==> config.mk <==
export PLATFORM = sky130hd
export DESIGN_NAME = chimp_control_path
export DESIGN_NICKNAME = d
export VERILOG_FILES = /design/src/rtl/chimp_pkg.sv /design/src/rtl/chimp_place_sel.sv /design/src/rtl/chimp_control_path.sv
export SDC_FILE = /design/constraint.sdc
export NUM_CORES = 1
export LEC_CHECK = 0
export CORE_UTILIZATION = 25
export CTS_CLUSTER_SIZE = 8
export DETAILED_ROUTE_END_ITERATION = 16
export SETUP_SLACK_MARGIN = 0.5
export SYNTH_ARGS = -nofsm -noshare
export SYNTH_HDL_FRONTEND = slang
export SYNTH_HIERARCHICAL = 1
export SYNTH_SLANG_ARGS = --single-unit
==> constraint.sdc <==
create_clock -name clk -period 2.55 [get_ports clk]
set_clock_uncertainty 0.05 [all_clocks]
set_input_delay 0.51 -clock clk [delete_from_list [all_inputs] [get_ports clk]]
set_output_delay 0.51 -clock clk [all_outputs]
set_load 0.01 [all_outputs]
==> src/rtl/chimp_pkg.sv <==
// Shared definitions for the chimp memory-test control path: board geometry, cell field layout,
// FSM state encoding and the board coordinate helper.
package chimp_pkg;

  localparam int unsigned GRID       = 3;
  localparam int unsigned CELLS      = 9;
  localparam int unsigned CELL_W     = 7;
  localparam int unsigned ACTIVE_BIT = 6;
  localparam int unsigned SHOW_BIT   = 5;
  localparam int unsigned NUM_MSB    = 4;

  typedef enum logic [2:0] {
    StIdle,
    StClear,
    StPlace,
    StShow,
    StPlay,
    StResult,
    StOver
  } state_e;

  // Row-major cell index; callers range-check x and y before trusting the result.
  function automatic logic [3:0] cellIndex(input logic [2:0] x, input logic [2:0] y);
    logic [3:0] idx;
    idx = {1'b0, y} * 4'd3 + {1'b0, x};
    return idx;
  endfunction

endpackage

==> src/rtl/chimp_place_sel.sv <==
// Placement target selection: a random nibble is accepted only when it names an empty cell.
module chimp_place_sel
  import chimp_pkg::*;
(
  input  logic [3:0]       iRand,
  input  logic [CELLS-1:0] iActive,
  output logic             oAccept,
  output logic [3:0]       oCell
);

  always_comb begin
    oCell   = iRand;
    oAccept = 1'b0;
    if (iRand < 4'(CELLS)) begin
      oAccept = ~iActive[iRand];
    end
  end

endmodule

==> src/rtl/chimp_control_path.sv <==
// Chimp game control: places numbers 1..oCount on random cells, scores the click order and
// tracks rounds, strikes and game over.
module chimp_control_path
  import chimp_pkg::*;
#(
  parameter int unsigned START_COUNT   = 3,
  parameter int unsigned MAX_STRIKES   = 3,
  parameter int unsigned RESULT_CYCLES = 50_000_000
) (
  input  logic        clk,
  input  logic        iReset,
  input  logic        iStart,
  input  logic [7:0]  iRandNum,
  input  logic        iClickValid,
  input  logic [2:0]  iBoxX,
  input  logic [2:0]  iBoxY,
  output logic [62:0] oBoard,
  output logic [3:0]  oCount,
  output logic [3:0]  oScore,
  output logic [2:0]  oStrikes,
  output logic        oPass,
  output logic        oGameOver
);

  state_e                       state;
  logic [CELLS-1:0][CELL_W-1:0] board;
  logic [3:0]                   count;
  logic [3:0]                   score;
  logic [2:0]                   strikes;
  logic [3:0]                   placeK;
  logic [3:0]                   expected;
  logic [25:0]                  resCnt;
  logic                         pass;
  logic                         gameOver;

  logic [CELLS-1:0] activeMask;
  logic             placeAccept;
  logic [3:0]       placeCell;
  logic [3:0]       clickIdx;
  logic             clickHit;
  logic [NUM_MSB:0] clickNum;
  logic             unusedRandHi;

  assign unusedRandHi = ^iRandNum[7:4];

  always_comb begin
    for (int i = 0; i < CELLS; i++) begin
      activeMask[i] = board[i][ACTIVE_BIT];
    end
  end

  chimp_place_sel u_place_sel (
    .iRand   (iRandNum[3:0]),
    .iActive (activeMask),
    .oAccept (placeAccept),
    .oCell   (placeCell)
  );

  // A click only counts when it lands on an in-range, active cell.
  always_comb begin
    clickIdx = cellIndex(iBoxX, iBoxY);
    clickHit = 1'b0;
    clickNum = '0;
    if (iClickValid && (iBoxX < 3'(GRID)) && (iBoxY < 3'(GRID))) begin
      clickHit = board[clickIdx][ACTIVE_BIT];
      clickNum = board[clickIdx][NUM_MSB:0];
    end
  end

  always_ff @(posedge clk or negedge iReset) begin
    if (!iReset) begin
      state    <= StIdle;
      board    <= '0;
      count    <= 4'(START_COUNT);
      score    <= '0;
      strikes  <= '0;
      placeK   <= 4'd1;
      expected <= 4'd1;
      resCnt   <= '0;
      pass     <= 1'b0;
      gameOver <= 1'b0;
    end else begin
      unique case (state)
        StIdle, StOver: begin
          if (iStart) begin
            count    <= 4'(START_COUNT);
            score    <= '0;
            strikes  <= '0;
            pass     <= 1'b0;
            gameOver <= 1'b0;
            state    <= StClear;
          end
        end
        StClear: begin
          board  <= '0;
          placeK <= 4'd1;
          state  <= StPlace;
        end
        StPlace: begin
          if (placeAccept) begin
            board[placeCell] <= {2'b11, 1'b0, placeK};
            if (placeK == count) begin
              expected <= 4'd1;
              state    <= StShow;
            end else begin
              placeK <= placeK + 4'd1;
            end
          end
        end
        StShow, StPlay: begin
          if (clickHit) begin
            if (clickNum == {1'b0, expected}) begin
              // The first correct click hides every other number for the rest of the round.
              if (state == StShow) begin
                for (int i = 0; i < CELLS; i++) begin
                  board[i][SHOW_BIT] <= 1'b0;
                end
              end
              board[clickIdx] <= '0;
              if (expected == count) begin
                if (score != 4'hF) score <= score + 4'd1;
                if (count != 4'd9) count <= count + 4'd1;
                pass   <= 1'b1;
                resCnt <= '0;
                state  <= StResult;
              end else begin
                expected <= expected + 4'd1;
                state    <= StPlay;
              end
            end else begin
              for (int i = 0; i < CELLS; i++) begin
                if (board[i][ACTIVE_BIT]) board[i][SHOW_BIT] <= 1'b1;
              end
              strikes <= strikes + 3'd1;
              pass    <= 1'b0;
              resCnt  <= '0;
              state   <= StResult;
            end
          end
        end
        StResult: begin
          if (resCnt == 26'(RESULT_CYCLES - 1)) begin
            pass <= 1'b0;
            if (strikes == 3'(MAX_STRIKES)) begin
              gameOver <= 1'b1;
              state    <= StOver;
            end else begin
              state <= StClear;
            end
          end else begin
            resCnt <= resCnt + 26'd1;
          end
        end
        default: state <= StIdle;
      endcase
    end
  end

  assign oBoard    = board;
  assign oCount    = count;
  assign oScore    = score;
  assign oStrikes  = strikes;
  assign oPass     = pass;
  assign oGameOver = gameOver;

endmodule
Word level (Yosys, flattened, before mapping)

Cells that the tools add are included.

Bits of input ports: 18
Register bits: 113
Output and inout port bits: 76

Reductions and logical operators: 33
Add/sub/neg operators: 7
Mux-type cells: 127
Magnitude comparators: 7
Bitwise gates (word level): 3
Multiply operators: 1
Equality and inequality tests: 37

Operators by type and width:

| operator              | number |
|---|---|
| $pmux 63 s3           | 1 |
| $mux 63               | 2 |
| $mux 26               | 4 |
| $mux 4                | 17 |
| $mux 1                | 67 |
| $and 63x63->63        | 1 |
| $bwmux 63             | 1 |
| $not 63->63           | 1 |
| $demux 7 s4           | 2 |
| $pmux 26 s2           | 1 |
| $reduce_and 4->1      | 13 |
| $mux 6                | 8 |
| $pmux 4 s2            | 4 |
| $ne 3x3->1 const B    | 10 |
| $bmux 7 s4            | 1 |
| $ne 2x2->1 const B    | 14 |
| $mux 3                | 9 |
| $add 26x1->26 const B | 1 |
| $eq 26x26->1 const B  | 1 |
| $mux 7                | 3 |
| $reduce_and 6->1      | 3 |
| $add 4x1->4 const B   | 4 |
| $pmux 3 s5            | 1 |
| $lt 4x5->1 const B    | 2 |
| 25 further kinds      | 44 |

Longest topological paths before layout

Gate-level depths: netlist of the first run.

Depth in word-level cells: 13
Depth in mapped cells: 15
Mapped depth without buffers: 12

Cells and area by module

Netlist of the first run, hierarchy kept.

By module, submodules not included:

| module             | cells an instance | area each (um^2) | seq. area each (um^2) | instances |
|---|---|---|---|---|
| chimp_control_path | 691               | 6,530.0          | 2,832.7               | 1 |
| chimp_place_sel    | 13                | 115.1            | 0.0                   | 1 |

Worst setup path after synthesis of the first run

OpenSTA, ideal clock, no wires.

Path type: in2reg
Start: in iBoxX[1]
End: reg board, in the netlist oBoard[42]
Arrival: 3,875 ps
Buffers on the path: 1
Path slack: -1,496 ps
Required time: 2,379 ps
Cell stages on the path: 13
Library setup time: 121 ps
Cells stage by stage: fa_1 ha_1 inv_1 fa_1 clkbuf_1 or3b_4 o21ai_1 o21ai_1 a221oi_2 and3_2 a21oi_2 or4_4 a22o_1

Longest elaborated chain between the ends: 10
Elaborated cells on any way between the ends: 22
Those cells by class: 1 x add/sub; 3 x order compare; 3 x eq/ne; 9 x mux; 2 x bitwise; 4 x reduce/logical

RTL lines:

| element                                                        | line                      | RTL |
|---|---|---|
| start, declared                                                | chimp_control_path.sv:15  | `input logic [2:0] iBoxX,` |
| $add 4x3->4                                                    | chimp_pkg.sv:25           | `idx = {1'b0, y} * 4'd3 + {1'b0, x};` |
| $lt 4x5->1 (implied by the code) or $ge 4x1->1 (tied branches) | chimp_control_path.sv:119 | `board[clickIdx] <= '0;` |
| $logic_and 1x1->1 (implied by the code)                        | chimp_control_path.sv:119 |  |
| $mux 7 (implied by the code)                                   | chimp_control_path.sv:119 |  |
| $demux 7 s4                                                    | chimp_control_path.sv:119 |  |
| $not 63->63 (no line)                                          | n/a                       |  |
| $and 63x63->63 (no line)                                       | n/a                       |  |
| $mux 6                                                         | chimp_control_path.sv:112 | `if (clickNum == {1'b0, expected}) begin` |
| $mux 63                                                        | chimp_control_path.sv:111 | `if (clickHit) begin` |
| $pmux 63 s3                                                    | chimp_control_path.sv:83  | `unique case (state)` |
| end signal, assigned by index                                  | chimp_control_path.sv:101 | `board[placeCell] <= {2'b11, 1'b0, placeK};` |
| end, declared                                                  | chimp_control_path.sv:26  | `logic [CELLS-1:0][CELL_W-1:0] board;` |

Parallel ways exist; a longest one is shown, timed or not. The select of a mux whose other input is x is not followed.
A chain may end at the register's enable or synchronous reset.

Final worst setup path of the first run

Start: in iBoxX[2]
End: reg board, in the netlist oBoard[24]

Same word-level chain as after synthesis.

==> results of run 1 <==
==> synth_stat cells, types with 7 or more instances <==
library cell	instances
a311oi_1	7
nor4_1	8
o21ai_0	59
and3_1	14
clkbuf_1	29
o31ai_1	17
dfrtp_1	109
o22a_1	8
nor2_1	55
nor2b_1	10
ha_1	11
nand2_1	47
inv_1	21
nand2b_1	7
a31oi_1	21
a22o_1	36
and2_1	13
mux2i_1	20
nand4_1	9
a21oi_1	36
nor3_1	13
nand3_1	27
o41ai_1	10
==> registers in the layout, summed over array words and instances (netlist names) <==
name	cells
expected	4
oGameOver	1
oBoard	63
oCount	4
oPass	1
oStrikes	3
oScore	4
placeK	4
resCnt	26
state	3
==> final timing paths <==
path                       cells past startpoint  slack, ns    endpoint
setup / recovery                              14      -1.23  oBoard[24]
hold / removal                                 1      0.002  resCnt[17]
setup reg to reg                               9      -0.30  oBoard[24]
hold reg to reg                                1       0.43  resCnt[23]
max in group asynchronous                      2       1.74  oBoard[48]
min in group clk                               1       0.43  resCnt[23]
==> power breakdown <==
| group | internal, mW | switching [mW] | total [mW] |
|---|---|---|---|
| Combinational | 2.62 | 2.93 | 5.55 |
| Sequential | 2.23 | 0.473 | 2.70 |
| Clock | 1.39 | 1.02 | 2.40 |
| Total | 6.24 | 4.42 | 10.7 |
==> layer usage <==
metal	up-vias	track usage (%)	share of wire, %
li1	3223	-	-
met4	0	6.380	2.1
met1	3347	24.65	45
met3	32	3.189	6.0
met5	-	0	0
met2	230	27.06	46
==> cell usage in the layout (no fill, tap or decap), drive strengths merged, types with 5 or more instances in the layout <==
cell type      instances
and2                  13
dfrtp                109
dlygate4sd2           13
a31oi                 21
a22oi                  5
nor2                  56
or4                    5
or3                    5
mux2i                 20
o22a                   8
nor2b                 10
nor4                   8
ha                    11
nand2b                 7
a21oi                 38
o41ai                 10
a221oi                 5
o31ai                 17
buf                  199
clkdlybuf4s50         65
and3                  16
nand3                 27
nand4                  9
a311oi                 7
o21ai                 64
clkbuf                19
nor3                  14
a22o                  36
xnor2                  5
nand2                 47
inv                   30
xor2                   6
==> final cells by class <==
class	count	area, sq um
well taps	335	419.2
clock inverters	15	163.9
repair buffers	286	2552
flip-flops and latches	113	2836
fillers	2497	15500
multi-input cells	527	4079
inverters	21	78.83
clock buffers	17	425.4
==> metrics by stage <==
step | hold WS (ns) | cell area (sq um)
after floorplan | 0.1644 | 6740
after global routing | 0.02284 | 10560
final | 0.001678 | 10560
after CTS | 0.006698 | 10260
after detailed placement | 0.4165 | 9022
after global placement | 0.4078 | 9022
==> worst max-delay path: stages <==
cell and delay, ns:
clkdlybuf4s15_2 0.20, fa_1 0.55, inv_2 0.04, fa_2 0.62
buf_6 0.12, or3b_4 0.37, o21ai_2 0.15, o21ai_2 0.08
a221oi_2 0.28, and3_4 0.24, a21oi_4 0.09, buf_6 0.13
or4_4 0.46, a22o_1 0.20
==> kinds of logic after synthesis <==
kind of cell / count (synthesis)
compound gates: 242
xor+xnor: 13
simple gates: 231
mux: 26
fa+ha+maj: 14
flops: 113
buf+inv: 65
==> repair_timing <==
action / 4_1_cts / 5_1_grt
setup endpoints to repair: 124 / 117
setup buffers: 28 / 6
pin swaps: 38 / 22
hold endpoints to repair: 0 / 0
cloned: 2 / 2
gates resized for setup: 132 / 66
==> summary.md, run 1 <==
| Metric | Value |
|---|---|
| Status | `complete, but fails checks` |
| Failing checks | `negative setup slack` |
| Initial Util | `25.50%` |
| Syn_nets | `736` |
| DR DRC count | `0` |
| CTS Buf Count | `17` |
| Final WS setup | `-1.230 ns` |
| Worst-path maximum fanout | `5` |
| Post-synthesis compound-gate area fraction | `25.06%` |
| Multiplexer share of the synthesized area | `4.707%` |
| Post-route setup TNS | `-118.58 ns` |
| Wirelength, routed | `23,600 microns` |
| EDFF count, synth | `0` |
| Final setup vio count | `108` |
| Die area | `27,240 sq um` |
| Final Max Slew Viols | `0` |
| Sequential share of the synthesized area | `42.63%` |
| Root Buffer | `clkbuf_16` |
| Netlist Area Pre-Place | `6645 sq um` |
| Pwr dens | `1009 nW/um^2` |
| Unrepaired setup endpoints after global routing | `true` |
| Top-level port count | `94` |
| Layout area overhead | `58.84%` |
| Dpl cells | `1,244` |
| CTS max path bufs | `2` |
| Total of max-cap violations | `0` |
| Core Region | `26,060 sq um` |
| Post-Synthesis Cells | `704` |
| CP arrival | `4.05 ns` |
| Synth Area per Inst | `9.439 sq um` |
| Tcrit/Tclk final | `148.3%` |
| Synth area leader | `dfrtp_1` |
| Hold buffer count at CTS | `0` |
| GRT overflow | `0` |
| Post-Place Setup Slack | `-2.113 ns` |
| Nets | `998` |
| Iter 0 DRT Violations | `600` |
| VDD IR-drop max | `0.5620 mV` |
| Worst-path clk slew | `0.07 ns` |
| Top cell type's share of synthesized area | `41.05%` |
| DIE HEIGHT | `165.0 microns` |
| Worst path required time | `2.82 ns` |
| Fmax | `264.5 MHz` |
| Final hold vios | `0` |
| Warnings from Yosys | `6` |
| H-tree Lvls | `4` |
| Initial antenna violation count | `0` |
| Non-Filler Instances | `1,314` |
| Crit path from | `iBoxX[2]` |
| Synth area leaders | `dfrtp_1 41%, a22o_1 4.7%, o21ai_0 4.4%` |
| Largest net degree at the start of global routing | `52` |
| Final core occ | `40.51%` |
| Clock Latency Late Sink | `0.42 ns` |
| Placer Congestion | `0.9188` |
| Post-route minimum period | `3.780 ns` |
| Die width | `165.0 microns` |
| Core Rows | `59` |
| Vias per inst | `5.199` |
| TritonCTS Sinks | `113` |
| Yosys cell types | `73` |
| Crit Path Category | `in -> reg` |
| Vias post-DR | `6,832` |
| Flops & latches, synth | `113` |
| Area share of fa/ha/maj cells after synthesis | `2.975%` |
| First-pass DRT Iterations | `5` |
| Measured slew at the worst slew-check pin | `0.4927 ns` |
| Pleak | `4.690 nW` |
| Crit path launch type | `input pin` |
| Wirelength per Cell | `17.96 microns` |
| CTS tree | `built` |
| # diodes | `0` |
| Max transition margin | `66.85%` |
| Simple logic cell fraction of the synthesized area | `18.02%` |
| HP Class | `in -> async` |
| Dpl hpwl | `16,620 microns` |
| Final ANT Viol Nets | `0` |
| XOR/XNOR Fraction of Synth Area | `2.165%` |
| GRT Util Overall | `17.66%` |
| Combinational family with the most area after synthesis | `compound AO/OA/AOI/OAI gates` |
| Vias in the first global route | `6,605` |
| Synth Flop Type | `dfrtp_1` |
| Layout cells sized above 1 | `36.06%` |
| FFs w/ async S/R, synth | `100.0%` |
| First-pass GRT wire length | `36,620 microns` |
| Critical Path End Type | `flop` |
| Total power | `10.65 mW` |
| Port buffer count | `89` |
| Reg-to-reg critical path startpoint | `oBoard[23]` |
(Power assumes the default switching activity.)
==> run 2: changes to the inputs <==
--- a/constraint.sdc
+++ b/constraint.sdc
@@ -3,3 +3,3 @@
 set_input_delay 0.51 -clock clk [delete_from_list [all_inputs] [get_ports clk]]
 set_output_delay 0.51 -clock clk [all_outputs]
-set_load 0.01 [all_outputs]
+set_load 0.05 [all_outputs]
==> run 2 against run 1 <==
  * The run still ends with negative setup slack left
  * Clock power is essentially flat
  * Sequential power barely moved
  * Utilization decreased by 1.9 points
  * Final area shrank 4.6%
  * Routed wire length decreased by 4.6%
  * Register-to-register slack lost 0.02 ns
  * Critical path depth grew 1
  * Via count is 1.3% lower
  * First-iteration DRC count is 12% higher
  * Combinational power grew 3%
  * Critical endpoint is now oBoard[10]
==> summary.md, run 2 (same netlist as run 1, synthesis figures left out) <==
| Metric | Value |
|---|---|
| Post-route minimum period | `3.787 ns (+0.006040 ns)` |
| Layout cells sized above 1 | `33.44% (-2.6 points)` |
| Total of max-cap violations | `0 (unchanged)` |
| Placer Congestion | `0.9025 (-1.8%)` |
| Nets | `979 (-1.9%)` |
| Post-Place Setup Slack | `-1.980 ns (+0.1330 ns)` |
| Final hold vios | `0 (unchanged)` |
| Crit path launch type | `input pin` |
| CTS max path bufs | `2 (unchanged)` |
| Total power | `10.84 mW (+1.7%)` |
| DIE HEIGHT | `165.0 microns (unchanged)` |
| # diodes | `0 (unchanged)` |
| Int Pwr | `6.092 mW (-2.3%)` |
| Layout area overhead | `51.48%` |
| Crit Path Category | `in -> reg` |
| Dpl hpwl | `16,260 microns (-2.2%)` |
| Sequential share of power | `24.9% (-0.5 points)` |
| Combinational share of power | `52.8% (+0.7 points)` |
| Final Max Slew Viols | `0 (unchanged)` |
| Port buffer count | `89 (unchanged)` |
| Die area | `27,240 sq um (unchanged)` |
| HP Class | `in -> async` |
| Clock share of power | `22.3% (-0.3 points)` |
| Crit path buf inv count | `5 (+1)` |
| Vias in the first global route | `6,433 (-2.6%)` |
| Max stage delay on crit path | `0.64 ns (+0.02 ns)` |
| CTS Buf Count | `17 (unchanged)` |
| Initial Util | `25.50% (unchanged)` |
| Initial antenna violation count | `0 (unchanged)` |
| CP cell instances | `clkdlybuf4s15_1, fa_1, inv_2, fa_2, buf_4, nor2b_4, buf_4, a221oi_2, o211ai_1, xnor2_1, and2_4, a21oi_4, buf_6, or4_4, a22o_1` |
| TritonCTS Sinks | `113 (unchanged)` |
| Pwr dens | `1076 nW/um^2 (+6.7%)` |
| Status | `complete, but fails checks` |
| Grt peak-use layer | `met2` |
| Max transition margin | `52.90% (-14 points)` |
| Core Rows | `59 (unchanged)` |
| VDD IR-drop max | `0.5254 mV (-6.5%)` |
| CTS tree | `built` |
| Vias post-DR | `6,742 (-1.3%)` |
| First-pass GRT wire length | `35,580 microns (-2.8%)` |
| Switching share of total power | `43.78% (+2.3 points)` |
| First-pass DRT Iterations | `5 (unchanged)` |
| GRT Util Overall | `17.22% (-0.45 points)` |
| Failing checks | `negative setup slack` |
| Die width | `165.0 microns (unchanged)` |
| Top-level port count | `94 (unchanged)` |
| H-tree Lvls | `4 (unchanged)` |
| Final ANT Viol Nets | `0 (unchanged)` |
| Hold buffer count at CTS | `0 (unchanged)` |
| M3 GR Usage | `3.918% (+0.73 points)` |
| GRT overflow | `0 (unchanged)` |
| Largest net degree at the start of global routing | `114 (+120%)` |
| Critical Path Most Common Cell | `buf_4` |
| Measured slew at the worst slew-check pin | `0.7064 ns (+0.2137 ns)` |
| Fmax | `264.1 MHz (-0.16%)` |
| Unrepaired setup endpoints after global routing | `true` |
| Final WS setup | `-1.237 ns (-0.006040 ns)` |
| Critical Path End Type | `flop` |
| Iter 0 DRT Violations | `669 (+12%)` |
| Most common cell after layout, fill and taps aside | `buf_4` |
| Root Buffer | `clkbuf_16` |
| Core Region | `26,060 sq um (unchanged)` |
| Worst-path clk slew | `0.06 ns (about the same)` |
| Final setup vio count | `108 (unchanged)` |
| Wirelength per Cell | `17.38 microns (-3.2%)` |
| DR DRC count | `0 (unchanged)` |
| Max reg flops | `63 (unchanged)` |
| GR met1 Demand/Resource | `24.03% (-0.62 points)` |
| Crit-path leading delay family | `adder cells` |
| Worst-path maximum fanout | `6 (+1)` |
| Slowest-stage cell, CP | `fa_2` |
| Tcrit/Tclk final | `148.5% (+0.24 points)` |
| Worst path required time | `2.81 ns (about the same)` |
| Wirelength, routed | `22,510 microns (-4.6%)` |
| Commonest cells after routing, fill and taps aside | `161 x buf_4, 101 x dfrtp_1, 63 x dlygate4sd2_1, 53 x nor2_1, 45 x nand2_1` |
| Pleak | `4.685 nW (-0.11%)` |
| Clock Latency Late Sink | `0.43 ns (about the same)` |
| Routing usage on met2 | `25.66% (-1.4 points)` |
| Switching pwr | `4.744 mW (+7.4%)` |
| CP arrival | `4.04 ns (about the same)` |
| Vias per inst | `5.206 (+0.13%)` |
## run 2: cell count changes in the layout (fill, tap and decap cells not counted), sizes merged
cell / delta
clkdlybuf4s50: -61
dlygate4sd2: +50
buf: -12
clkdlybuf4s15: +9
inv: -5
dlymetal6s2s: -4
clkinvlp: +3
clkbuf: +2
bufinv: +1
clkinv: -1
or2: -1
## run 2: through the flow
step                      utilization, %  cells  area [sq um]  TNS (ns)  hold WS, ns
after CTS                          38.19   1291          9952   -116.54       0.1624
after global placement             34.42   1235          8969   -200.91       0.4027
after floorplan                        -    704          6754   -120.46       0.1644
final                              38.63   1295         10070   -117.93      0.07013
after detailed placement           34.42   1235          8969   -203.44       0.4072
after global routing               38.63   1295         10070   -130.53       0.1552
## run 2: repair_timing
item / 4_1_cts / 5_1_grt
hold endpoints to repair: 0 / 0
buffers inserted: 23 / 4
resized for setup: 192 / 52
pin swaps: 39 / 19
setup endpoints to repair: 188 / 123
gates cloned: 1 / 0
## run 2: path summary, 6_finish.rpt
path	startpoint	end	slack (ns)	cells after the start
max reg2reg	oBoard[9]	oBoard[10]	-0.32	9
max	iBoxX[2]	oBoard[10]	-1.24	15
min in group clk	resCnt[14]	resCnt[14]	0.42	1
max in group asynchronous	iReset	oBoard[34]	1.76	2
min reg2reg	resCnt[14]	resCnt[14]	0.42	1
min	iReset	resCnt[17]	0.07	2
## run 2: layer usage
metal | up-vias | share of wire (%) | routed length [microns]
li1 | 3163 | - | -
met4 | 0 | 2.3 | 514
met3 | 37 | 5.7 | 1291
met5 | - | 0 | 0
met1 | 3317 | 47 | 10530
met2 | 225 | 45 | 10170
## run 2: power by group through the flow
stage | Clock [mW] | Combinational [mW] | Sequential, mW
detailed placement | 0 | 4.86 | 2.72
global route | 2.56 | 6.14 | 2.77
CTS | 2.46 | 5.45 | 2.68
finish | 2.42 | 5.72 | 2.70
floorplan | 0 | 2.27 | 3.26
global placement | 0 | 4.82 | 2.72
## run 2: final cells by class
cell class                      instances  area (sq um)
Tap cell                              335         419.2
Inverter                               21         78.83
Clock inverter                         13         151.4
Multi-Input combinational cell        526          3902
Fill cell                            2565         15990
Sequential cell                       113          2843
Clock buffer                           19         442.9
Timing Repair Buffer                  268          2228
## run 2: worst register-to-register path, cell delays in order, from the launching register on
cell and delay, ns:
dfrtp_1 0.39, mux4_2 0.50, or3_1 0.34, o211ai_2 0.09, xor2_1 0.21, and3_4 0.24
a21oi_4 0.09, buf_6 0.16, or4_4 0.47, a22o_1 0.22
==> run 3: changes to the inputs <==
- clock period: 2.55 -> 4.3 ns (I/O delays scaled with it)
==> run 3 against run 2 <==
  * The flow now finishes without violations
  * Sequential share of layout area increased by 1.9 points
  * Routed wire length decreased by 3.8%
  * Combinational power decreased by 49%
  * Sequential power decreased by 36%
  * Global-route usage decreased by 1.1 points
  * First-iteration DRC count increased by 2.5%
  * Utilization decreased by 2.6 points
==> summary.md, run 3 (same netlist as run 1, synthesis figures left out) <==
| Metric | Value |
|---|---|
| Pwr dens | `647.0 nW/um^2 (-40%)` |
| Vias in the first global route | `6,100 (-5.2%)` |
| Total power | `6.072 mW (-44%)` |
| Die area | `27,240 sq um (unchanged)` |
| H-tree Lvls | `4 (unchanged)` |
| DIE HEIGHT | `165.0 microns (unchanged)` |
| Worst path required time | `4.56 ns (+1.75 ns)` |
| Initial Util | `25.50% (unchanged)` |
| Wirelength per Cell | `18.17 microns (+4.5%)` |
| Iter 0 DRT Violations | `686 (+2.5%)` |
| Initial antenna violation count | `0 (unchanged)` |
| VDD IR-drop max | `0.3575 mV (-32%)` |
| CTS max path bufs | `2 (unchanged)` |
| Most common cell after layout, fill and taps aside | `dfrtp_1` |
| DR DRC count | `0 (unchanged)` |
| Crit path launch type | `input pin` |
| CP cell instances | `buf_6, fa_1, ha_2, inv_2, fa_2, or3b_4, o21ai_2, o21ai_1, a221oi_2, and3_4, a21oi_4, buf_4, or4_4, a22o_1` |
| Clock Latency Late Sink | `0.42 ns (about the same)` |
| Crit Path Category | `in -> reg` |
| Final ANT Viol Nets | `0 (unchanged)` |
| Tcrit/Tclk final | `97.70%` |
| CTS tree | `built` |
| Worst-path clk slew | `0.06 ns (about the same)` |
| Area of placed instances | `8273 sq um (-7.8%)` |
| Unrepaired setup endpoints after global routing | `true` |
| Max stage delay on crit path | `0.68 ns (+0.04 ns)` |
| HP Class | `reg -> reg` |
| GRT overflow | `0 (unchanged)` |
| Core Region | `26,060 sq um (unchanged)` |
| Vias post-DR | `6,467 (-4.1%)` |
| Worst hold slack | `0.4318 ns (+0.3617 ns)` |
| Layout area overhead | `41.24%` |
| Vias per inst | `5.425 (+4.2%)` |
| CTS Buf Count | `17 (unchanged)` |
| Root Buffer | `clkbuf_16` |
| Wirelength, routed | `21,660 microns (-3.8%)` |
| Commonest cells after routing, fill and taps aside | `109 x dfrtp_1, 82 x clkdlybuf4s50_1, 59 x buf_4, 53 x nor2_1, 46 x nand2_1` |
| Dpl hpwl | `15,310 microns (-5.8%)` |
| Die width | `165.0 microns (unchanged)` |
| First-pass GRT wire length | `33,670 microns (-5.4%)` |
| First-pass DRT Iterations | `6 (+1)` |
| Max reg flops | `63 (unchanged)` |
| Fmax | `238.0 MHz` |
| Top-level port count | `94 (unchanged)` |
| Slowest-stage cell, CP | `fa_2` |
| TritonCTS Sinks | `113 (unchanged)` |
| Total of max-cap violations | `0 (unchanged)` |
| CP arrival | `4.46 ns (+0.42 ns)` |
| Status | `completed` |
| Hold buffer count at CTS | `0 (unchanged)` |
| Final Max Slew Viols | `0 (unchanged)` |
| Core Rows | `59 (unchanged)` |
| Post-layout instance area | `9385 sq um (-6.8%)` |
| Nets | `876 (-11%)` |
| Reg2Reg Setup Slack | `1.16 ns (+1.48 ns)` |
| Measured slew at the worst slew-check pin | `0.9830 ns (+0.2765 ns)` |
| # diodes | `0 (unchanged)` |
| Critical Path End Type | `flop` |
| Post-route minimum period | `4.201 ns` |
| Layout cells sized above 1 | `22.87% (-11 points)` |
| Largest net degree at the start of global routing | `70 (-39%)` |
| Placer Congestion | `0.8622 (-4.5%)` |
| Worst-path maximum fanout | `6 (unchanged)` |
| Pleak | `3.908 nW (-17%)` |
| Final setup vio count | `0 (-100%)` |
| Port buffer count | `89 (unchanged)` |
| Max transition margin | `33.86% (-19 points)` |
| Final hold vios | `0 (unchanged)` |
| GRT Util Overall | `16.08% (-1.1 points)` |
-- run 3: critical path, delay by kind of cell --
kind / cells / cell delay, ns
AOI/OAI and AO/OA: 5 / 0.78
adders and majority gates: 3 / 1.40
buffers and inverters: 3 / 0.28
and+or+nand+nor: 3 / 1.13
-- run 3: path summary, 6_finish.rpt --
path / start / to / cells past startpoint
worst max-delay path: iBoxY[0] / oBoard[30] / 14
worst min-delay path: resCnt[14] / resCnt[14] / 1
worst max register to register: state[1] / oBoard[30] / 9
worst min register to register: resCnt[14] / resCnt[14] / 1
max in group asynchronous: iReset / placeK[0] / 2
min in group asynchronous: iReset / resCnt[14] / 1
-- run 3: routing by layer --
metal | global-route usage, % | share of wire [%] | routed length [microns]
met1 | 22.32 | 45 | 9740
met2 | 24.59 | 47 | 10180
met3 | 3.189 | 6.2 | 1342
met4 | 5.755 | 1.8 | 395
met5 | 0 | 0 | 0
-- run 3: through the flow --
step / utilization, % / setup TNS, ns / setup WS [ns] / std cells
after global routing: 36.02 / -0.03655 / -0.01065 / 1192
after global placement: 31.75 / -54.87 / -0.5656 / 1143
after detailed placement: 31.75 / -63.64 / -0.6784 / 1143
after floorplan: - / 0 / 0.1461 / 704
after CTS: 34.83 / 0 / 0.1299 / 1185
final: 36.02 / 0 / 0.09910 / 1192
-- run 3: where the power goes --
part           switching (mW)  internal, mW
sequential              0.422          1.32
combinational            1.74          1.19
clock                   0.584         0.822
total                    2.75          3.33
-- run 3: what timing repair did --
action | 4_1_cts | 5_1_grt
pin swaps | 23 | 32
endpoints found under the hold margin | 0 | 0
buffers inserted | 10 | 7
gates resized for setup | 45 | 64
endpoints found under the setup margin | 108 | 108
-- run 3: cell type report --
class	instances	area, sq um
Clock buffer	17	425.4
Multi-Input combinational cell	526	3904
Clock inverter	15	156.4
Inverter	21	78.83
Fill cell	2556	16670
Sequential cell	113	2833
Timing Repair Buffer	165	1569
Tap cell	335	419.2
